**src/rtl/sudoku_pkg.sv**
```systemverilog
// Shared constants for the sudoku loader/solver pair: geometry, FSM encoding,
// error codes and the mark-table address helper.
package sudoku_pkg;

  localparam int N_CELL = 81;
  localparam int DIG_W  = 4;
  localparam int ADDR_W = 7;

  localparam logic [2:0] ST_IDLE  = 3'd0;
  localparam logic [2:0] ST_CLEAR = 3'd1;
  localparam logic [2:0] ST_LOAD  = 3'd2;
  localparam logic [2:0] ST_START = 3'd3;
  localparam logic [2:0] ST_SOLVE = 3'd4;
  localparam logic [2:0] ST_DONE  = 3'd5;
  localparam logic [2:0] ST_ERR   = 3'd6;

  localparam logic [1:0] ERR_NONE    = 2'd0;
  localparam logic [1:0] ERR_RANGE   = 2'd1;
  localparam logic [1:0] ERR_DUP     = 2'd2;
  localparam logic [1:0] ERR_TIMEOUT = 2'd3;

  // idx*9 + d - 1, built from a shift and an add.
  function automatic logic [ADDR_W-1:0] mark_addr(input logic [3:0] idx,
                                                  input logic [DIG_W-1:0] d);
    logic [ADDR_W-1:0] base;
    base = ({3'd0, idx} << 3) + {3'd0, idx};
    return base + {3'd0, d} - 7'd1;
  endfunction

endpackage

```
**src/rtl/cell_pos_cnt.sv**
```systemverilog
// Row-major cell walker: linear index plus row, column and 3x3 box number,
// all kept as incrementing counters so no divider is needed.
module cell_pos_cnt
  import sudoku_pkg::*;
(
  input  logic              clk,
  input  logic              rst_n,
  input  logic              clear,
  input  logic              en,
  output logic [ADDR_W-1:0] cnt,
  output logic [3:0]        row,
  output logic [3:0]        col,
  output logic [3:0]        box,
  output logic              last
);

  logic [1:0] col_sub;
  logic [1:0] row_sub;
  logic [3:0] box_col;
  logic [3:0] box_base;

  // Position counters; box = first box of the band + box column within it.
  always_ff @(posedge clk or negedge rst_n) begin
    if (!rst_n) begin
      cnt      <= 7'd0;
      row      <= 4'd0;
      col      <= 4'd0;
      col_sub  <= 2'd0;
      row_sub  <= 2'd0;
      box_col  <= 4'd0;
      box_base <= 4'd0;
    end else if (clear || (en && last)) begin
      cnt      <= 7'd0;
      row      <= 4'd0;
      col      <= 4'd0;
      col_sub  <= 2'd0;
      row_sub  <= 2'd0;
      box_col  <= 4'd0;
      box_base <= 4'd0;
    end else if (en) begin
      cnt <= cnt + 7'd1;
      if (col == 4'd8) begin
        col     <= 4'd0;
        col_sub <= 2'd0;
        box_col <= 4'd0;
        row     <= row + 4'd1;
        if (row_sub == 2'd2) begin
          row_sub  <= 2'd0;
          box_base <= box_base + 4'd3;
        end else begin
          row_sub <= row_sub + 2'd1;
        end
      end else begin
        col <= col + 4'd1;
        if (col_sub == 2'd2) begin
          col_sub <= 2'd0;
          box_col <= box_col + 4'd1;
        end else begin
          col_sub <= col_sub + 2'd1;
        end
      end
    end else begin
      cnt <= cnt;
    end
  end

  assign box  = box_base + box_col;
  assign last = (cnt == 7'(N_CELL - 1));

endmodule

```
**src/rtl/puzzle_loader.sv**
```systemverilog
// Front end of the sudoku solver: clears solver memory, streams in 81 cells,
// rejects illegal/conflicting givens, then starts and supervises the solver.
module puzzle_loader
  import sudoku_pkg::*;
#(
  parameter logic [31:0] MAX_SOLVE_CYCLES = 32'd10_000_000
) (
  input  logic              clk,
  input  logic              rst_n,
  input  logic              i_begin,
  input  logic              i_load_valid,
  input  logic [DIG_W-1:0]  i_load_data,
  output logic              o_load_ready,
  output logic              o_we,
  output logic [ADDR_W-1:0] o_addr,
  output logic [DIG_W-1:0]  o_wrdata,
  output logic              o_mark_fix,
  output logic              o_we_mark,
  output logic              o_mark_value,
  output logic [ADDR_W-1:0] o_addr_mark_row,
  output logic [ADDR_W-1:0] o_addr_mark_col,
  output logic [ADDR_W-1:0] o_addr_mark_matrix,
  output logic              o_start,
  input  logic              i_solver_done,
  output logic              o_busy,
  output logic              o_done,
  output logic [1:0]        o_error
);

  logic [2:0]        state;
  logic [2:0]        next_state;
  logic [31:0]       tcnt;
  logic [ADDR_W-1:0] cnt;
  logic [3:0]        row;
  logic [3:0]        col;
  logic [3:0]        box;
  logic              last;
  logic [8:0]        row_map [9];
  logic [8:0]        col_map [9];
  logic [8:0]        box_map [9];
  logic              begin_ok;
  logic              accept;
  logic              range_bad;
  logic              given;
  logic              hit;
  logic              cell_ok;
  logic              timeout;
  logic [DIG_W-1:0]  dig_idx;

  assign begin_ok  = i_begin && ((state == ST_IDLE) || (state == ST_DONE) || (state == ST_ERR));
  assign accept    = i_load_valid && (state == ST_LOAD);
  assign range_bad = (i_load_data > 4'd9);
  assign given     = (i_load_data != 4'd0) && !range_bad;
  assign dig_idx   = i_load_data - 4'd1;
  assign cell_ok   = accept && !range_bad && !hit;
  assign timeout   = ((tcnt + 32'd1) == MAX_SOLVE_CYCLES);

  cell_pos_cnt u_pos (
    .clk   (clk),
    .rst_n (rst_n),
    .clear (begin_ok || ((state == ST_CLEAR) && last)),
    .en    ((state == ST_CLEAR) || accept),
    .cnt   (cnt),
    .row   (row),
    .col   (col),
    .box   (box),
    .last  (last)
  );

  // Duplicate lookup: digit already present in this row, column or box.
  always_comb begin
    hit = 1'b0;
    if (given) begin
      hit = row_map[row][dig_idx] | col_map[col][dig_idx] | box_map[box][dig_idx];
    end else begin
      hit = 1'b0;
    end
  end

  // Next-state decode.
  always_comb begin
    next_state = state;
    case (state)
      ST_IDLE:  if (begin_ok) next_state = ST_CLEAR; else next_state = ST_IDLE;
      ST_CLEAR: if (last) next_state = ST_LOAD; else next_state = ST_CLEAR;
      ST_LOAD: begin
        if (accept && (range_bad || hit)) next_state = ST_ERR;
        else if (accept && last)          next_state = ST_START;
        else                              next_state = ST_LOAD;
      end
      ST_START: next_state = ST_SOLVE;
      ST_SOLVE: begin
        if (i_solver_done) next_state = ST_DONE;
        else if (timeout)  next_state = ST_ERR;
        else               next_state = ST_SOLVE;
      end
      ST_DONE:  if (begin_ok) next_state = ST_CLEAR; else next_state = ST_DONE;
      ST_ERR:   if (begin_ok) next_state = ST_CLEAR; else next_state = ST_ERR;
      default:  next_state = ST_IDLE;
    endcase
  end

  // State register and status flags; flags follow the state being entered.
  always_ff @(posedge clk or negedge rst_n) begin
    if (!rst_n) begin
      state        <= ST_IDLE;
      o_busy       <= 1'b0;
      o_load_ready <= 1'b0;
      o_start      <= 1'b0;
      o_done       <= 1'b0;
      o_error      <= ERR_NONE;
    end else begin
      state        <= next_state;
      o_busy       <= (next_state == ST_CLEAR) || (next_state == ST_LOAD) ||
                      (next_state == ST_START) || (next_state == ST_SOLVE);
      o_load_ready <= (next_state == ST_LOAD);
      o_start      <= (next_state == ST_START);
      if (begin_ok) begin
        o_done  <= 1'b0;
        o_error <= ERR_NONE;
      end else if (accept && range_bad) begin
        o_error <= ERR_RANGE;
      end else if (accept && hit) begin
        o_error <= ERR_DUP;
      end else if ((state == ST_SOLVE) && i_solver_done) begin
        o_done <= 1'b1;
      end else if ((state == ST_SOLVE) && timeout) begin
        o_error <= ERR_TIMEOUT;
      end else begin
        o_done <= o_done;
      end
    end
  end

  // Solver watchdog.
  always_ff @(posedge clk or negedge rst_n) begin
    if (!rst_n) begin
      tcnt <= 32'd0;
    end else if (state == ST_START) begin
      tcnt <= 32'd0;
    end else if (state == ST_SOLVE) begin
      tcnt <= tcnt + 32'd1;
    end else begin
      tcnt <= tcnt;
    end
  end

  // Memory write port: full wipe during CLEAR, then one write per good cell.
  always_ff @(posedge clk or negedge rst_n) begin
    if (!rst_n) begin
      o_we               <= 1'b0;
      o_addr             <= 7'd0;
      o_wrdata           <= 4'd0;
      o_mark_fix         <= 1'b0;
      o_we_mark          <= 1'b0;
      o_mark_value       <= 1'b0;
      o_addr_mark_row    <= 7'd0;
      o_addr_mark_col    <= 7'd0;
      o_addr_mark_matrix <= 7'd0;
    end else begin
      o_we      <= 1'b0;
      o_we_mark <= 1'b0;
      if (state == ST_CLEAR) begin
        o_we               <= 1'b1;
        o_addr             <= cnt;
        o_wrdata           <= 4'd0;
        o_mark_fix         <= 1'b0;
        o_we_mark          <= 1'b1;
        o_mark_value       <= 1'b0;
        o_addr_mark_row    <= cnt;
        o_addr_mark_col    <= cnt;
        o_addr_mark_matrix <= cnt;
      end else if (cell_ok) begin
        o_we       <= 1'b1;
        o_addr     <= cnt;
        o_wrdata   <= i_load_data;
        o_mark_fix <= given;
        if (given) begin
          o_we_mark          <= 1'b1;
          o_mark_value       <= 1'b1;
          o_addr_mark_row    <= mark_addr(row, i_load_data);
          o_addr_mark_col    <= mark_addr(col, i_load_data);
          o_addr_mark_matrix <= mark_addr(box, i_load_data);
        end else begin
          o_we_mark <= 1'b0;
        end
      end else begin
        o_we <= 1'b0;
      end
    end
  end

  // Presence bitmaps mirror the marks written for given digits.
  always_ff @(posedge clk or negedge rst_n) begin
    if (!rst_n) begin
      for (int i = 0; i < 9; i++) begin
        row_map[i] <= 9'd0;
        col_map[i] <= 9'd0;
        box_map[i] <= 9'd0;
      end
    end else if (state == ST_CLEAR) begin
      for (int i = 0; i < 9; i++) begin
        row_map[i] <= 9'd0;
        col_map[i] <= 9'd0;
        box_map[i] <= 9'd0;
      end
    end else if (cell_ok && given) begin
      row_map[row][dig_idx] <= 1'b1;
      col_map[col][dig_idx] <= 1'b1;
      box_map[box][dig_idx] <= 1'b1;
    end else begin
      row_map[0] <= row_map[0];
    end
  end

endmodule

```
**config.mk**
```make
export PLATFORM = sky130hd
export DESIGN_NAME = puzzle_loader
export DESIGN_NICKNAME = d
export VERILOG_FILES = /design/src/rtl/sudoku_pkg.sv /design/src/rtl/cell_pos_cnt.sv /design/src/rtl/puzzle_loader.sv
export SDC_FILE = /design/constraint.sdc
export NUM_CORES = 1
export LEC_CHECK = 0
export CORE_ASPECT_RATIO = 1.5
export CORE_UTILIZATION = 67
export CTS_CLUSTER_SIZE = 10
export DETAILED_ROUTE_END_ITERATION = 7
export PLACE_DENSITY_LB_ADDON = 0.08
export SLEW_MARGIN = 20
export SYNTH_ARGS = -nofsm -noshare
export SYNTH_HDL_FRONTEND = slang
export SYNTH_SLANG_ARGS = --single-unit
```
**constraint.sdc**
```tcl
create_clock -name clk -period 11.9 [get_ports clk]
set_clock_uncertainty 0.05 [all_clocks]
set_input_delay 2.38 -clock clk [delete_from_list [all_inputs] [get_ports clk]]
set_output_delay 2.38 -clock clk [all_outputs]
set_load 0.1 [all_outputs]
```
# [After elaboration in Yosys (flattened, before gate mapping)]
# Index checks and enable logic that the tools add are counted.
[op_classes] n_addsub=19 magnitude_cmp=9 n_eq_ne=18 muxes=98 bitwise=8 reduce_logical=47
[ops] cell="81-bit two-way mux" count=5
[ops] cell="81-bit bitwise OR" count=3
[ops] cell="9-bit binary-select mux with 4-bit select" count=3
[ops] cell="9-bit demux with 4-bit select" count=3
[ops] cell="7-bit two-way mux" count=13
[ops] cell="9-bit two-way mux" count=10
[ops] cell="72-bit two-way mux" count=1
[ops] cell="32-bit two-way mux" count=2
[ops] cell="4-bit two-way mux" count=16
[ops] cell="7-bit by 4-bit adder with 7-bit output" count=6
[ops] cell="32-bit by 1-bit adder with 32-bit output, second input constant" count=1
[ops] cell="32-bit by 24-bit == test with 1-bit output, second input constant" count=1
[ops] cell="2-bit two-way mux" count=16
[ops] cell="1-bit two-way mux" count=21
[ops] cell="3-bit case mux with 7 select lines" count=1
[ops] cell="7-bit by 1-bit subtractor with 7-bit output, second input constant" count=3
[ops] cell="1-bit logical AND" count=18
[ops] cell="2-bit nonzero test" count=8
[ops] cell="5-bit greater-or-equal comparator, second input constant" count=3
[ops] cell="5-bit by 1-bit < comparator with 1-bit output, second input constant" count=3
[ops] cell="4-bit inverter with 5-bit output" count=3
[ops] cell="4-bit by 1-bit adder with 4-bit output, second input constant" count=3
[ops] cell="1-bit binary-select mux with 4-bit select" count=3
[ops] cell="3-bit by 2-bit == test with 1-bit output, second input constant" count=4
[ops] cell="other kinds (25)" count=49
[word_totals] reg_bits=347 out_inout_bits=42 wordCells=249

# [Longest topological paths before layout]
[logic_depth] word_depth=17 ltp_mapped=16 mapped_depth_nobuf=12

# [By module]
# From an unflattened synthesis, not the netlist that was laid out.
[unflattened] cells_unflattened=1742 hier_area_um2=18326.3
[by_module_without_submodules] mod="puzzle_loader" n_inst=1 cells_per_inst=1569 area_each_um2=16679.7 seq_area_each_um2=8007.7
[by_module_without_submodules] mod="cell_pos_cnt" n_inst=1 cells_per_inst=173 area_each_um2=1646.6 seq_area_each_um2=675.6

# [Worst setup path after synthesis]
# No wires, ideal clock.
[synth_timing] kind="input -> register" startpoint="in i_load_data[0]" endpoint="reg o_addr[0]" setup_ps=126 t_arrival_ps=5739 t_required_ps=11724 setup_slack_ps=5985 path_stages=15 n_path_buf=5 cell_sequence="buf_2 -> buf_2 -> inv_1 -> ha_1 -> clkbuf_1 -> xor2_1 -> and3_1 -> clkbuf_1 -> o21ai_0 -> a2111oi_0 -> a311o_1 -> nor4_4 -> buf_4 -> a221oi_4 -> mux2_2"
[synth_between] elab_chain_len=9
[synth_rtl] element="from (decl)" line="puzzle_loader.sv:12" rtl="input logic [DIG_W-1:0] i_load_data,"
[synth_rtl] element="4-bit by 1-bit subtractor with 4-bit output" line="puzzle_loader.sv:54" rtl="assign dig_idx = i_load_data - 4'd1;"
[synth_rtl] element="1-bit binary-select mux with 4-bit select" line="puzzle_loader.sv:74" rtl="hit = row_map[row][dig_idx] | col_map[col][dig_idx] | box_map[box][dig_idx];"
[synth_rtl] element="1-bit two-way mux (not written as such)" line="puzzle_loader.sv:74"
[synth_rtl] element="1-bit bitwise OR (2 in series)" line="puzzle_loader.sv:74"
[synth_rtl] element="1-bit two-way mux" line="puzzle_loader.sv:73" rtl="if (given) begin"
[synth_rtl] element="1-bit zero test" line="puzzle_loader.sv:55" rtl="assign cell_ok = accept && !range_bad && !hit;"
[synth_rtl] element="1-bit logical AND (*)" line="puzzle_loader.sv:55"
[synth_rtl] element="2-bit nonzero test (no line) (*)"
[synth_rtl] element="to (signal assigned)" line="puzzle_loader.sv:165" rtl="o_addr <= cnt;"
[synth_rtl] element="to (signal assigned)" line="puzzle_loader.sv:175" rtl="o_addr <= cnt;"
[synth_rtl] element="to (decl)" line="puzzle_loader.sv:15" rtl="output logic [ADDR_W-1:0] o_addr,"
# Mark *: on every way between the ends. The rest lies on a longest branch, timed or not. The select of a mux whose other input is x is not followed.
# A chain may end at the register's enable or synchronous reset.

# [Worst setup path after layout]
[layout_timing] startpoint="in i_load_data[1]" endpoint="reg box_map[56] in the netlist's numbering"
[layout_between] elab_chain_len=10
[layout_rtl] element="4-bit by 1-bit subtractor with 4-bit output" line="puzzle_loader.sv:54"
[layout_rtl] element="4-bit by 5-bit < comparator with 1-bit output (not written as such), or another cell as far along" line="puzzle_loader.sv:210" rtl="box_map[box][dig_idx] <= 1'b1;"
[layout_rtl] element="1-bit logical AND (not written as such) or 1-bit two-way mux (tied branches)" line="puzzle_loader.sv:210, puzzle_loader.sv:74"
[layout_rtl] element="1-bit two-way mux (not written as such) or 1-bit bitwise OR (tied branches)" line="puzzle_loader.sv:210, puzzle_loader.sv:74"
[layout_rtl] element="1-bit demux with 4-bit select or 1-bit bitwise OR (tied branches)" line="puzzle_loader.sv:210, puzzle_loader.sv:74"
[layout_rtl] element="9-bit two-way mux (not written as such) or 1-bit two-way mux (tied branches)" line="puzzle_loader.sv:210, puzzle_loader.sv:73"
[layout_rtl] element="9-bit demux with 4-bit select or 1-bit zero test (tied branches)" line="puzzle_loader.sv:210, puzzle_loader.sv:55"
[layout_rtl] element="81-bit bitwise OR (no line) or 1-bit logical AND (tied branches)"
[layout_rtl] element="81-bit two-way mux or 1-bit logical AND (tied branches)" line="puzzle_loader.sv:207" rtl="end else if (cell_ok && given) begin"
[layout_rtl] element="81-bit two-way mux or 2-bit nonzero test (tied branches)"
[layout_rtl] element="to (signal, indexed assignment)" line="puzzle_loader.sv:199" rtl="box_map[i] <= 9'd0;"
[layout_rtl] element="to (signal, indexed assignment)" line="puzzle_loader.sv:205" rtl="box_map[i] <= 9'd0;"
[layout_rtl] element="to (signal, indexed assignment)" line="puzzle_loader.sv:210"
[layout_rtl] element="to (decl)" line="puzzle_loader.sv:40" rtl="logic [8:0] box_map [9];"
# Parallel ways exist; a longest one is shown, timed or not. The select of a mux whose other input is x is not followed.

==> impl_results.md <==
- Crit path max-delay cell type: nor4_4
- CP Buf/Inv Count: 4
- Pleak: 8.48 nW
- Top delay family on crit path: buffers and inverters
- Met1 Use GR: 0.453
- H-Tree Depth: 2
- Syn nets: approximately 1900
- RSZ-0062 raised after global routing: false
- Average wire per standard cell: around 22 um
- Final ANT Viol Nets: 0
- Post-synth EDFFs: 0
- Met2 Track Usage GR: 0.616
- Global-route wire length before repair: about 76 mm
- CTS Hold Bufs: 0
- Final Hold Fails: 0
- Seq/Total Area, Yosys: 0.492
- Final Slew Violations: 0
- Final worst path period share: 0.610
- Power Total: about 4.5 mW
- Max cap viols: 0
- Dpl ws: 3860 ps
- Layout cells sized above 1: 0.0742
- CP endpoint kind: flip-flop
- Asr flop ratio synth: 1.00
- Area after DPL: roughly 0.018 sq mm
- Worst skew pair latency: 540 ps
- Most crowded layer after global routing: met2
- DIE HEIGHT: between 200 and 250 um
- Setup Crit Path Kind: input port to flip-flop
- Startpoint types: input port
- M3 GR Usage: 0.0528
- Initial drt markers: 1422
- Drt pass-1 iters: 6
- Synthesized area per cell: around 9.7 sq um
- Root Driver: clkbuf_16
- Worst hold slack: ~420 ps
- Clock slew at reported path FFs: approximately 50 ps
- Clock share of power: 0.233
- Worst Max-Slew Pin Slew: about 1100 ps
- Pint: about 2.5 mW
- # nets final: about 1900
- Slew headroom: 0.268
- Highest clock rate: 138 MHz
- Commonest cells after routing, fill and taps aside: nand2_1, dfrtp_1, o21ai_0
- Clock tree buffer depth: 3
- Post-CTS sizing: 0
- Hold WC Path Type: flip-flop to flip-flop
- Post-Layout Inst Area: between 0.015 and 0.02 sq mm
- Setup WS post-layout: between 4000 and 5000 ps
- Peak VDD IR: around 0.22 mV
- Sink Count: roughly 350
- Via count: between 10000 and 15000
- Switching power: 2.02 mW
- DRC Markers: 0
- CP required: between 10000 and 15000 ps
- Synthesis-stage register bit count: 347
- Switching share of power: 0.445
- Post-synth cell types: 75
- I/O pin total: 51
- Critical Path AT: 7640 ps
- Combinational share of power: 0.466
- Minimum clock period: roughly 7300 ps
- # port buffers: 50
- Vias in the first global route: around 14000
- Overall routing resource usage: 0.366
- Vias per inst: between 6 and 7
- P per Cell Area: 234 mW/mm^2
- Setup bufs post-CTS: 0
- Largest net degree at the start of global routing: 123
- Post-Route WL: around 48 mm
- Die ar.: 0.0270 sq mm
- Cell total after placement: 2101
- Initial Util: 0.683
- Setup_tns: 0 ps
- CTS tree: built
- GRT Residual Overflow: 0
- CP peak stage delay: about 870 ps
- Outcome: finished clean
- Post-layout util: 0.751
- RePlAce Congestion: 0.955
- Area Overhead vs Synth: 10.1%
- Syn Inst Count: around 1800
- Finished Layout Cells: 2152
- Die X: 135 um
- CP max FO: 17
- Core Region: ~0.026 sq mm
- Antenna violations before repair: 0
- CP Cell Sequence: clkdlybuf4s50_1, inv_1, ha_1, clkinv_1, mux2_2, nand3_1, a2111oi_0, a311o_1, nor4_4, nand4_1, buf_8, o21ai_0
- Rows: 72
- Final setup viols: 0
- Post-DP HPWL: 31.9 mm
- Antenna diode count: 0
- Sequential Power Share: 0.301
- Primary FF master, synth: dfrtp_1
- Synth warnings: 0
- Total CTS buffers: 40
- Syn Std Cell Area: between 0.015 and 0.02 sq mm
==> cells by family (layout without fill, tap and decap cells) <==
logic type / Yosys count / in the layout / synth area share
buffers and inverters: 169 / 172 / 0.0380
adder cells (fa/ha/maj): 67 / 67 / 0.0505
AO/OA/AOI/OAI: 486 / 486 / 0.165
multiplexers: 98 / 98 / 0.0800
flip-flops: 347 / 347 / 0.492
XOR/XNOR: 41 / 41 / 0.0203
AND/OR/NAND/NOR: 608 / 608 / 0.154
==> per-layer routing <==
metal / up-vias / routed length [um]
li1: 6428 / -
met1: 6984 / 17800
met2: 696 / 24200
met3: 187 / 3170
met4: 0 / 2630
met5: - / 0
==> tightest hold or removal path, cell delays in order (launching register included) <==
cell and delay (ps):
dfrtp_1 330, nand2_1 50, o21ai_0 60
==> cell type report <==
class	count	area, sq um
Sequential cell	347	8680
Multi-Input combinational cell	1300	8320
Fill cell	1829	6430
Clock buffer	43	1040
Timing Repair Buffer	77	773
Tap cell	333	417
Inverter	52	195
==> synthesized netlist by cell type, drive strengths merged, types with 5 or more instances <==
| cell type | number | share of area |
|---|---|---|
| a21o | 9 | 0.0038 |
| a21oi | 39 | 0.011 |
| a221o | 21 | 0.012 |
| a22oi | 8 | 0.0034 |
| a311oi | 6 | 0.0030 |
| a31oi | 16 | 0.0057 |
| a32oi | 8 | 0.0040 |
| and2 | 11 | 0.0039 |
| and3 | 9 | 0.0032 |
| and4 | 5 | 0.0025 |
| buf | 31 | 0.0086 |
| clkbuf | 86 | 0.018 |
| dfrtp | 347 | 0.49 |
| fa | 7 | 0.0079 |
| ha | 60 | 0.043 |
| inv | 51 | 0.011 |
| mux2 | 15 | 0.0096 |
| mux2i | 50 | 0.028 |
| mux4 | 33 | 0.042 |
| nand2 | 347 | 0.074 |
| nand2b | 12 | 0.0043 |
| nand3 | 53 | 0.015 |
| nand4 | 22 | 0.0078 |
| nor2 | 72 | 0.015 |
| nor2b | 13 | 0.0046 |
| nor3 | 22 | 0.0065 |
| nor4 | 10 | 0.0044 |
| o211ai | 5 | 0.0021 |
| o21ai | 306 | 0.087 |
| o22ai | 9 | 0.0032 |
| o31ai | 13 | 0.0055 |
| o41ai | 8 | 0.0040 |
| or2 | 6 | 0.0021 |
| or3 | 9 | 0.0032 |
| xnor2 | 27 | 0.013 |
| xor2 | 14 | 0.0069 |
==> state kept, by name, indices dropped and copies added, names as in the netlist, 7 cells and up <==
signal,count
row_map,81
u_pos.cnt,7
o_addr_mark_row,7
o_addr_mark_col,7
o_addr,7
box_map,81
tcnt,32
col_map,81
o_addr_mark_matrix,7
==> power by group through the flow <==
stage	clock [mW]	combinational [mW]	sequential (mW)
2_1_floorplan	0	1.13	1.72
3_3_place_gp	0	2.04	1.38
3_5_place_dp	0	2.08	1.39
4_1_cts	1.07	2.09	1.37
5_1_grt	1.11	2.23	1.38
6_report	1.06	2.12	1.37
==> final timing paths <==
check / slack, ps / to / cells after the start / start
min in group asynchronous: 1850 / col_map[27] / 1 / rst_n
max: 4640 / box_map[56] / 12 / i_load_data[1]
min: 420 / box_map[65] / 2 / box_map[65]
max reg2reg: 6250 / box_map[56] / 12 / u_pos.box_col[0]
max in group asynchronous: 8440 / box_map[20] / 2 / rst_n
min reg2reg: 420 / box_map[65] / 2 / box_map[65]
Note: power is estimated with default switching activity, not from simulation.
